### src/rtl/booth_r8_pkg.sv
// rtl/booth_r8_pkg.sv - shared state encoding, digit-select encoding and sizing helper for the radix-8 Booth multiplier
package booth_r8_pkg;

    // Controller state encoding, also exposed on the state output
    typedef enum logic [1:0] {
        ST_IDLE = 2'b00,
        ST_LOAD = 2'b01,
        ST_RUN  = 2'b10,
        ST_DONE = 2'b11
    } state_e;

    // Magnitude of the selected Booth multiple; the sign travels separately as neg
    typedef enum logic [2:0] {
        SEL_ZERO = 3'd0,
        SEL_M1   = 3'd1,
        SEL_M2   = 3'd2,
        SEL_M3   = 3'd3,
        SEL_M4   = 3'd4
    } sel_e;

    // Number of radix-8 digits needed to cover WIDTH bits plus one sign-guard bit
    function automatic int ndig(input int width);
        return (width + 3) / 3;
    endfunction

endpackage

### src/rtl/booth_r8_encoder.sv
// rtl/booth_r8_encoder.sv - maps a 4-bit Booth triplet {b2,b1,b0,b-1} to a multiple select and negate flag
module booth_r8_encoder
    import booth_r8_pkg::*;
(
    input  logic [3:0] trip_i,
    output sel_e       sel_o,
    output logic       neg_o
);

    // Digit d = -4*b2 + 2*b1 + b0 + b-1, split into |d| and sign; -0 is reported as plain zero
    always_comb begin
        sel_o = SEL_ZERO;
        neg_o = 1'b0;
        case (trip_i)
            4'b0000, 4'b1111: begin sel_o = SEL_ZERO; neg_o = 1'b0; end
            4'b0001, 4'b0010: begin sel_o = SEL_M1;   neg_o = 1'b0; end
            4'b0011, 4'b0100: begin sel_o = SEL_M2;   neg_o = 1'b0; end
            4'b0101, 4'b0110: begin sel_o = SEL_M3;   neg_o = 1'b0; end
            4'b0111:          begin sel_o = SEL_M4;   neg_o = 1'b0; end
            4'b1000:          begin sel_o = SEL_M4;   neg_o = 1'b1; end
            4'b1001, 4'b1010: begin sel_o = SEL_M3;   neg_o = 1'b1; end
            4'b1011, 4'b1100: begin sel_o = SEL_M2;   neg_o = 1'b1; end
            4'b1101, 4'b1110: begin sel_o = SEL_M1;   neg_o = 1'b1; end
            default:          begin sel_o = SEL_ZERO; neg_o = 1'b0; end
        endcase
    end

endmodule

### src/rtl/booth_r8_seq_mult.sv
// rtl/booth_r8_seq_mult.sv - sequential radix-8 Booth multiplier, one digit per clock, start/busy/done handshake
module booth_r8_seq_mult
    import booth_r8_pkg::*;
#(
    parameter int WIDTH = 16
) (
    input  logic                 clk_i,
    input  logic                 rst_i,
    input  logic                 start_i,
    input  logic                 signed_i,
    input  logic [WIDTH-1:0]     a_i,
    input  logic [WIDTH-1:0]     b_i,
    output logic [2*WIDTH-1:0]   product_o,
    output logic                 busy_o,
    output logic                 done_o,
    output logic [1:0]           state_o
);

    localparam int NDIG = ndig(WIDTH);
    localparam int PW   = 2 * WIDTH;
    localparam int YW   = 3 * NDIG + 1;
    localparam int CW   = $clog2(NDIG) + 1;
    localparam logic [CW-1:0] LAST_DIG = CW'(NDIG - 1);

    state_e          state_q, state_d;
    logic [WIDTH-1:0] a_q, b_q;
    logic            sgn_q;
    logic [PW-1:0]   m_q, m3_q, acc_q, prod_q;
    logic [YW-1:0]   y_q;
    logic [CW-1:0]   cnt_q;

    logic            accept;
    sel_e            sel;
    logic            neg;
    logic [PW-1:0]   m_ext, mult, addend, acc_sum;
    logic [YW-2:0]   y_ext;

    // New requests are only taken when no multiplication is in flight
    assign accept = start_i && ((state_q == ST_IDLE) || (state_q == ST_DONE));

    // Next-state logic: LOAD lasts one cycle, RUN lasts one cycle per digit
    always_comb begin
        state_d = state_q;
        case (state_q)
            ST_IDLE: if (start_i) state_d = ST_LOAD;
            ST_LOAD: state_d = ST_RUN;
            ST_RUN:  if (cnt_q == LAST_DIG) state_d = ST_DONE;
            ST_DONE: state_d = start_i ? ST_LOAD : ST_IDLE;
            default: state_d = ST_IDLE;
        endcase
    end

    // State register
    always_ff @(posedge clk_i) begin
        if (rst_i) state_q <= ST_IDLE;
        else       state_q <= state_d;
    end

    // Operand extension; the multiplicand only needs 2*WIDTH bits since the sum wraps there anyway
    always_comb begin
        m_ext = sgn_q ? {{(PW - WIDTH){a_q[WIDTH-1]}}, a_q} : {{(PW - WIDTH){1'b0}}, a_q};
        y_ext = sgn_q ? {{(YW - 1 - WIDTH){b_q[WIDTH-1]}}, b_q} : {{(YW - 1 - WIDTH){1'b0}}, b_q};
    end

    // The low four multiplier bits always hold the current triplet because y_q shifts right by 3 per digit
    booth_r8_encoder u_enc (
        .trip_i (y_q[3:0]),
        .sel_o  (sel),
        .neg_o  (neg)
    );

    // Pick the multiple (already aligned to the current digit) and negate as invert-plus-one
    always_comb begin
        mult = '0;
        case (sel)
            SEL_ZERO: mult = '0;
            SEL_M1:   mult = m_q;
            SEL_M2:   mult = m_q << 1;
            SEL_M3:   mult = m3_q;
            SEL_M4:   mult = m_q << 2;
            default:  mult = '0;
        endcase
        addend  = neg ? (~mult + PW'(1)) : mult;
        acc_sum = acc_q + addend;
    end

    // Operand capture, LOAD preparation and per-digit accumulation
    always_ff @(posedge clk_i) begin
        if (rst_i) begin
            a_q    <= '0;
            b_q    <= '0;
            sgn_q  <= 1'b0;
            m_q    <= '0;
            m3_q   <= '0;
            acc_q  <= '0;
            prod_q <= '0;
            y_q    <= '0;
            cnt_q  <= '0;
        end else begin
            if (accept) begin
                a_q   <= a_i;
                b_q   <= b_i;
                sgn_q <= signed_i;
            end
            case (state_q)
                ST_LOAD: begin
                    m_q   <= m_ext;
                    m3_q  <= m_ext + (m_ext << 1);
                    y_q   <= {y_ext, 1'b0};
                    acc_q <= '0;
                    cnt_q <= '0;
                end
                ST_RUN: begin
                    acc_q <= acc_sum;
                    m_q   <= m_q << 3;
                    m3_q  <= m3_q << 3;
                    y_q   <= y_q >> 3;
                    cnt_q <= cnt_q + CW'(1);
                    if (cnt_q == LAST_DIG) prod_q <= acc_sum;
                end
                default: ;
            endcase
        end
    end

    assign state_o   = state_q;
    assign busy_o    = (state_q == ST_LOAD) || (state_q == ST_RUN);
    assign done_o    = (state_q == ST_DONE);
    assign product_o = prod_q;

endmodule

### config.mk
export PLATFORM = sky130hd
export DESIGN_NAME = booth_r8_seq_mult
export DESIGN_NICKNAME = d
export VERILOG_FILES = /design/src/rtl/booth_r8_pkg.sv /design/src/rtl/booth_r8_encoder.sv /design/src/rtl/booth_r8_seq_mult.sv
export SDC_FILE = /design/constraint.sdc
export NUM_CORES = 1
export LEC_CHECK = 0
export ABC_AREA = 1
export BUFFER_PORTS_ARGS = -buffer_cell sky130_fd_sc_hd__buf_2
export CAP_MARGIN = 20
export CORE_ASPECT_RATIO = 1.4
export CORE_MARGIN = 8
export CORE_UTILIZATION = 35
export CTS_CLUSTER_SIZE = 24
export DETAILED_ROUTE_END_ITERATION = 16
export GPL_TIMING_DRIVEN = 0
export SYNTH_ARGS = -nofsm -noshare
export SYNTH_HDL_FRONTEND = slang
export SYNTH_SLANG_ARGS = --single-unit
### constraint.sdc
create_clock -name clk_i -period 4 [get_ports clk_i]
set_input_delay 0.6 -clock clk_i [delete_from_list [all_inputs] [get_ports clk_i]]
set_output_delay 0.6 -clock clk_i [all_outputs]
set_load 0.005 [all_outputs]
Word level (Yosys, flattened, before mapping)
Memory sizes are Yosys's and may differ from the RTL's. A register that Yosys moved wholly into a read port is not among the register bits. Cells that the tools add are included.

Register bits after elaboration: 186. ROM bits: 64. Input bits: 36. Logic and storage cells: 48. Memories kept: 1.

Add/sub/neg operators: 4. Equal/unequal tests: 10. Muxes and demuxes: 15. Bitwise gates (word level): 1. Reductions and logical operators: 7.

Memory list: (no name shown) (depth 16, width 4, read ports 1, clocked after Yosys merged registers in 1, write ports 0, line booth_r8_encoder.sv:14) `case (trip_i)`.

Operators with widths (number): $pmux 32 s2 (3); $pmux 32 s4 (1); $add 32x32->32 (2); $mux 32 (2); $pmux 19 s2 (1); $add 32x1->32 const B (1); $not 32->32 (1); $mux 18 (1); $mux 4 (2); $pmux 2 s4 (1); $pmux 4 s2 (1); $eq 3x2->1 const B (2); $add 4x1->4 const B (1); $eq 2x2->1 const B (2); $eq 4x3->1 const B (1); $mux 2 (2); $ne 2x2->1 const B (2); $reduce_and 2->1 (2); $eq 3x1->1 const B (1); $eq 3x3->1 const B (1); $eq 2x1->1 const B (1); $logic_not 2->1 (1); $logic_or 1x1->1 (2); $reduce_bool 2->1 (1); 2 further kinds (2).

Depth between registers and ports, before layout
Depth in word-level cells: 7. Gate-level depth with buffers: 33.

Cells and area by module
Synthesis repeated with hierarchy kept, for this count alone.

Cell total of the unflattened synthesis: 1741. Area, all modules: 11549.8 µm².

Modules (own cells, without submodules): booth_r8_seq_mult (instances 1, cells each 1719, area an instance 11426.0 µm²); booth_r8_encoder (instances 1, cells each 22, area an instance 123.9 µm²).

Worst setup path before layout
Ideal clock, no wire load.

Path type: register to register. From: reg u_enc.sel_o[0] (netlist name). To: reg acc_q[26]. Library setup time: 70 ps. Arrival: 3508 ps. Data required time: 3930 ps. Path slack: 422 ps. Cell stages (with the launch flop): 26. Cell sequence: dfxtp_1 > buf_4 > nand2_2 > nor2_4 > buf_2 > nand2_1 > nand3_1 > inv_1 > ha_1 > inv_1 > nor2_1 > nand3_2 > nor2_4 > nand3_2 > o31ai_4 > xor2_1 > ha_1 > nand2_1 > nor4_1 > nand4_1 > nand3_1 > nand2_1 > nand2_1 > xor2_1 > nand2_1 > a21oi_1.

Longest elaborated chain between the ends: 7. Elaborated cells on any way between the ends: 10. Classes of those cells: 2 x add/sub; 4 x eq/ne; 3 x mux; 1 x bitwise.

RTL lines: $eq 3x3->1 (tied with other cells) (line booth_r8_seq_mult.sv:75) `case (sel)`; $pmux 32 s4 * (line booth_r8_seq_mult.sv:75); $not 32->32 (line booth_r8_seq_mult.sv:83) `addend = neg ? (~mult + PW'(1)) : mult;`; $add 32x1->32 (line booth_r8_seq_mult.sv:83); $mux 32 * (line booth_r8_seq_mult.sv:83); $add 32x32->32 * (line booth_r8_seq_mult.sv:84) `acc_sum = acc_q + addend;`; $pmux 32 s2 * (line booth_r8_seq_mult.sv:105) `case (state_q)`; to (signal assigned) (line booth_r8_seq_mult.sv:114) `acc_q <= acc_sum;`; to (decl) (line booth_r8_seq_mult.sv:28) `logic [PW-1:0] m_q, m3_q, acc_q, prod_q;`.

Every way passes the cells marked *; elsewhere a longest branch is shown, timed or not. A chain may end at the register's enable or synchronous reset.

Worst setup path after layout
From: reg u_enc.sel_o[2] (netlist name). To: reg prod_q[31] (netlist: product_o[31]).

Longest elaborated chain between the ends: 6. Elaborated cells on any way between the ends: 9. Classes of those cells: 2 x add/sub; 4 x eq/ne; 2 x mux; 1 x bitwise.

RTL lines: $eq 3x3->1 (tied with other cells) (line booth_r8_seq_mult.sv:75); $pmux 32 s4 * (line booth_r8_seq_mult.sv:75); $not 32->32 (line booth_r8_seq_mult.sv:83); $add 32x1->32 (line booth_r8_seq_mult.sv:83); $mux 32 * (line booth_r8_seq_mult.sv:83); $add 32x32->32 * (line booth_r8_seq_mult.sv:84); to (signal assigned) (line booth_r8_seq_mult.sv:119) `if (cnt_q == LAST_DIG) prod_q <= acc_sum;`; to (decl) (line booth_r8_seq_mult.sv:28).

Marked as above.

==> results.cfg <==
[run_status]
status = finished clean

[synth]
synthFlopType = dfxtp_1
netlist_top_cells_count = 456 x nand2_1, 188 x dfxtp_1, 188 x inv_1
synthDistinctLibCells = 47
yosysTopAreaCell = dfxtp_1
synth_seq_area_share_pct = 32.5
async_reset_ff_share_pct = 0
avgSynthCellArea_um2 = 6.71
yosysMostFrequentCell = nand2_1
syn_inst = 1725
ys_ff_latch = 188
yosysWarnings = 0
netlist.area_leader.share_pct = 32.5
syn-num-nets = 1822
synthTopCellsByArea = dfxtp_1 33%, nand2_1 15%, ha_1 6.4%
synth-edff-count = 0
syn_area_um2 = 11600

[place]
io_buffers = 70
globalplace.congestion = 0.936
place_area_um2 = 12500
post-place-ws_ns = -0.926
hpwl_mm = 29.7
dp.cells = 2240

[layout]
stdcell_count = 2319
fin_util_pct = 43.3
drive_gt1_share_pct = 18.0
fin_area_um2 = 14300
diodes = 0
syn_to_final_growth_pct = 23.2
finalNetCount = 1958
fillers = 3390
multi_input_area_um2 = 7390
layout.area.seq_um2 = 3770

[global_route]
antenna_found_initial = 0
grt_usage_pct = 19.3
grt_max_degree = 22
grt_use_met1_pct = 20.0
use_met2_pct = 35.8
met3_usage_pct = 2.54
grt_overflow = 0
first_global_vias = 11634
top_usage_layer = met2
grt_pass1_wl_mm = 59.9

[die]
die_area_um2 = 39200
dieWidth_um = 170
start_util_pct = 35.2
core_um2 = 32900
ios = 72
rows = 79
die_y_um = 231

[timing]
tightest_slew_ns = 0.956
max_freq_ghz = 0.252
timing.setup.tns_ns = 0
fin_crit_ns = 3.96
final-max-slew-violation-count = 0
fin_ws_ns = 0.0389
rsz0062_at_grt = true
max_slew_margin_pct = 36.2
finalHoldViolCount = 0
finalSetupViolCount = 0
min_period_over_period_pct = 99.0
whs_ns = 0.347
fin_skew_ns = 0.0135

[critical_path]
crit_arrival_ns = 4.33
reg2reg_depth = 24
worstSetupStartpoint = u_enc.sel_o[2]
crit_top_cell = nand2_1
crit_fanout = 9
cp-start-kind = flop
path_cells = buf_6 -> inv_4 -> buf_8 -> buf_8 -> buf_4 -> nand4_1 -> nand2_1 -> nor2_1 -> nand2_1 -> nor3_1 -> nand4_1 -> a21oi_2 -> xor2_1 -> ha_1 -> a21oi_1 -> o221ai_2 -> nor2_1 -> nand2_2 -> inv_2 -> nand2_4 -> nand2_4 -> nand2_2 -> nand2_1 -> inv_1
endpoint_kind = flop
max_stage_delay_ns = 0.37
cp_slowest_cell = nor2_1
crit_type = reg -> reg
required_ns = 4.37
r2r_start = u_enc.sel_o[2]

[clocking]
cts.clk_slew.worst_paths_ns = 0.09
htree_levels = 4
clock_sinks = 188
cts_root_buf = clkbuf_16
max-clock-path-buffers = 2
cts_tree = yes
clk_latency_ns = 0.47
numCtsBuffers = 17

[detailed_routing]
wire_per_inst_um = 16.6
drt_iter0_drc = 658
wl_mm = 38.4
via_count = 11848
drc = 0
route.antenna.remaining_nets = 0
viasPerCell = 5.11
drt_first_pass_iters = 5

[min_path]
min_from = b_i[15]
whs_path_depth = 3
hp-class = in -> reg

[power]
power.density_nw_per_um2 = 493
vdd_drop_max_mv = 0.329
p_leak_nw = 6.57
p_total_mw = 7.03

[job]
cap_viol_max_count = 0
-- per-layer routing --
| layer | up-vias | share of wire [%] |
|---|---|---|
| li1 | 5971 | - |
| met1 | 5461 | 39 |
| met5 | - | 0 |
| met4 | 0 | 6.4 |
| met2 | 296 | 51 |
| met3 | 120 | 3.5 |
-- worst max-delay path: cells and delay by family (launching register included) --
| kind | cells | cell delay, ns |
|---|---|---|
| xor gates and xnor gates | 1 | 0.16 |
| and+or+nand+nor | 12 | 1.78 |
| buffers and inverters | 7 | 0.67 |
| adders and majority gates | 1 | 0.31 |
| AOI/OAI and AO/OA | 3 | 0.62 |
| DFF | 1 | 0.33 |
-- report_power, final --
part           internal [mW]  switching, mW
sequential              2.16          0.254
clock                  0.858          0.924
combinational          0.861           1.98
-- cells in the final DEF (no fill, tap or decap), types with 17 or more instances in the layout --
cell,n
ha_1,50
o21ai_0,106
a21oi_1,98
dfxtp_1,186
clkbuf_16,17
buf_2,77
nand2_2,27
xor2_1,36
buf_4,48
nand3_1,54
o21bai_1,30
clkbuf_1,57
nand2_1,425
nand4_1,53
nor2_1,113
a31oi_1,49
inv_1,181
nor2_2,28
o211ai_1,18
-- final timing paths --
check / endpoint / slack [ns]
setup / recovery: product_o[31] / 0.04
hold / removal: b_q[15] / 0.35
setup reg to reg: product_o[31] / 0.04
hold reg to reg: b_q[14] / 0.47
-- sequential cells by signal, summed over array words and instances (netlist names) --
signal / cells
y_q: 18
state_o: 2
b_q: 16
u_enc.neg_o: 1
cnt_q: 4
m_q: 32
sgn_q: 1
m3_q: 31
u_enc.sel_o: 3
acc_q: 32
a_q: 16
product_o: 32
-- cell type report --
cell class | count | area share, %
sequential | 188 | 26.4
clock buffer | 17 | 2.98
clock inverter | 15 | 1.33
multi-input combinational | 1252 | 51.8
tap | 445 | 3.90
timing repair buffer | 118 | 5.27
buffer | 91 | 3.16
inverter | 193 | 5.11
-- timing repair --
item / CTS / global route
buffers inserted: 17 / 31
pin swaps: 28 / 65
endpoints found under the setup margin: 35 / 35
gates resized for setup: 70 / 147
gates cloned: 0 / 1
hold buffers: 0 / 0
-- logic make-up after synthesis --
group | after synthesis | share of synthesized area (%)
AND/OR/NAND/NOR | 750 | 27.1
AO/OA/AOI/OAI | 377 | 19.1
buffers and inverters | 285 | 9.76
flip-flops | 188 | 32.5
XOR/XNOR | 64 | 4.84
adder cells (fa/ha/maj) | 61 | 6.72
No activity file was read; power rests on OpenSTA's default activity.
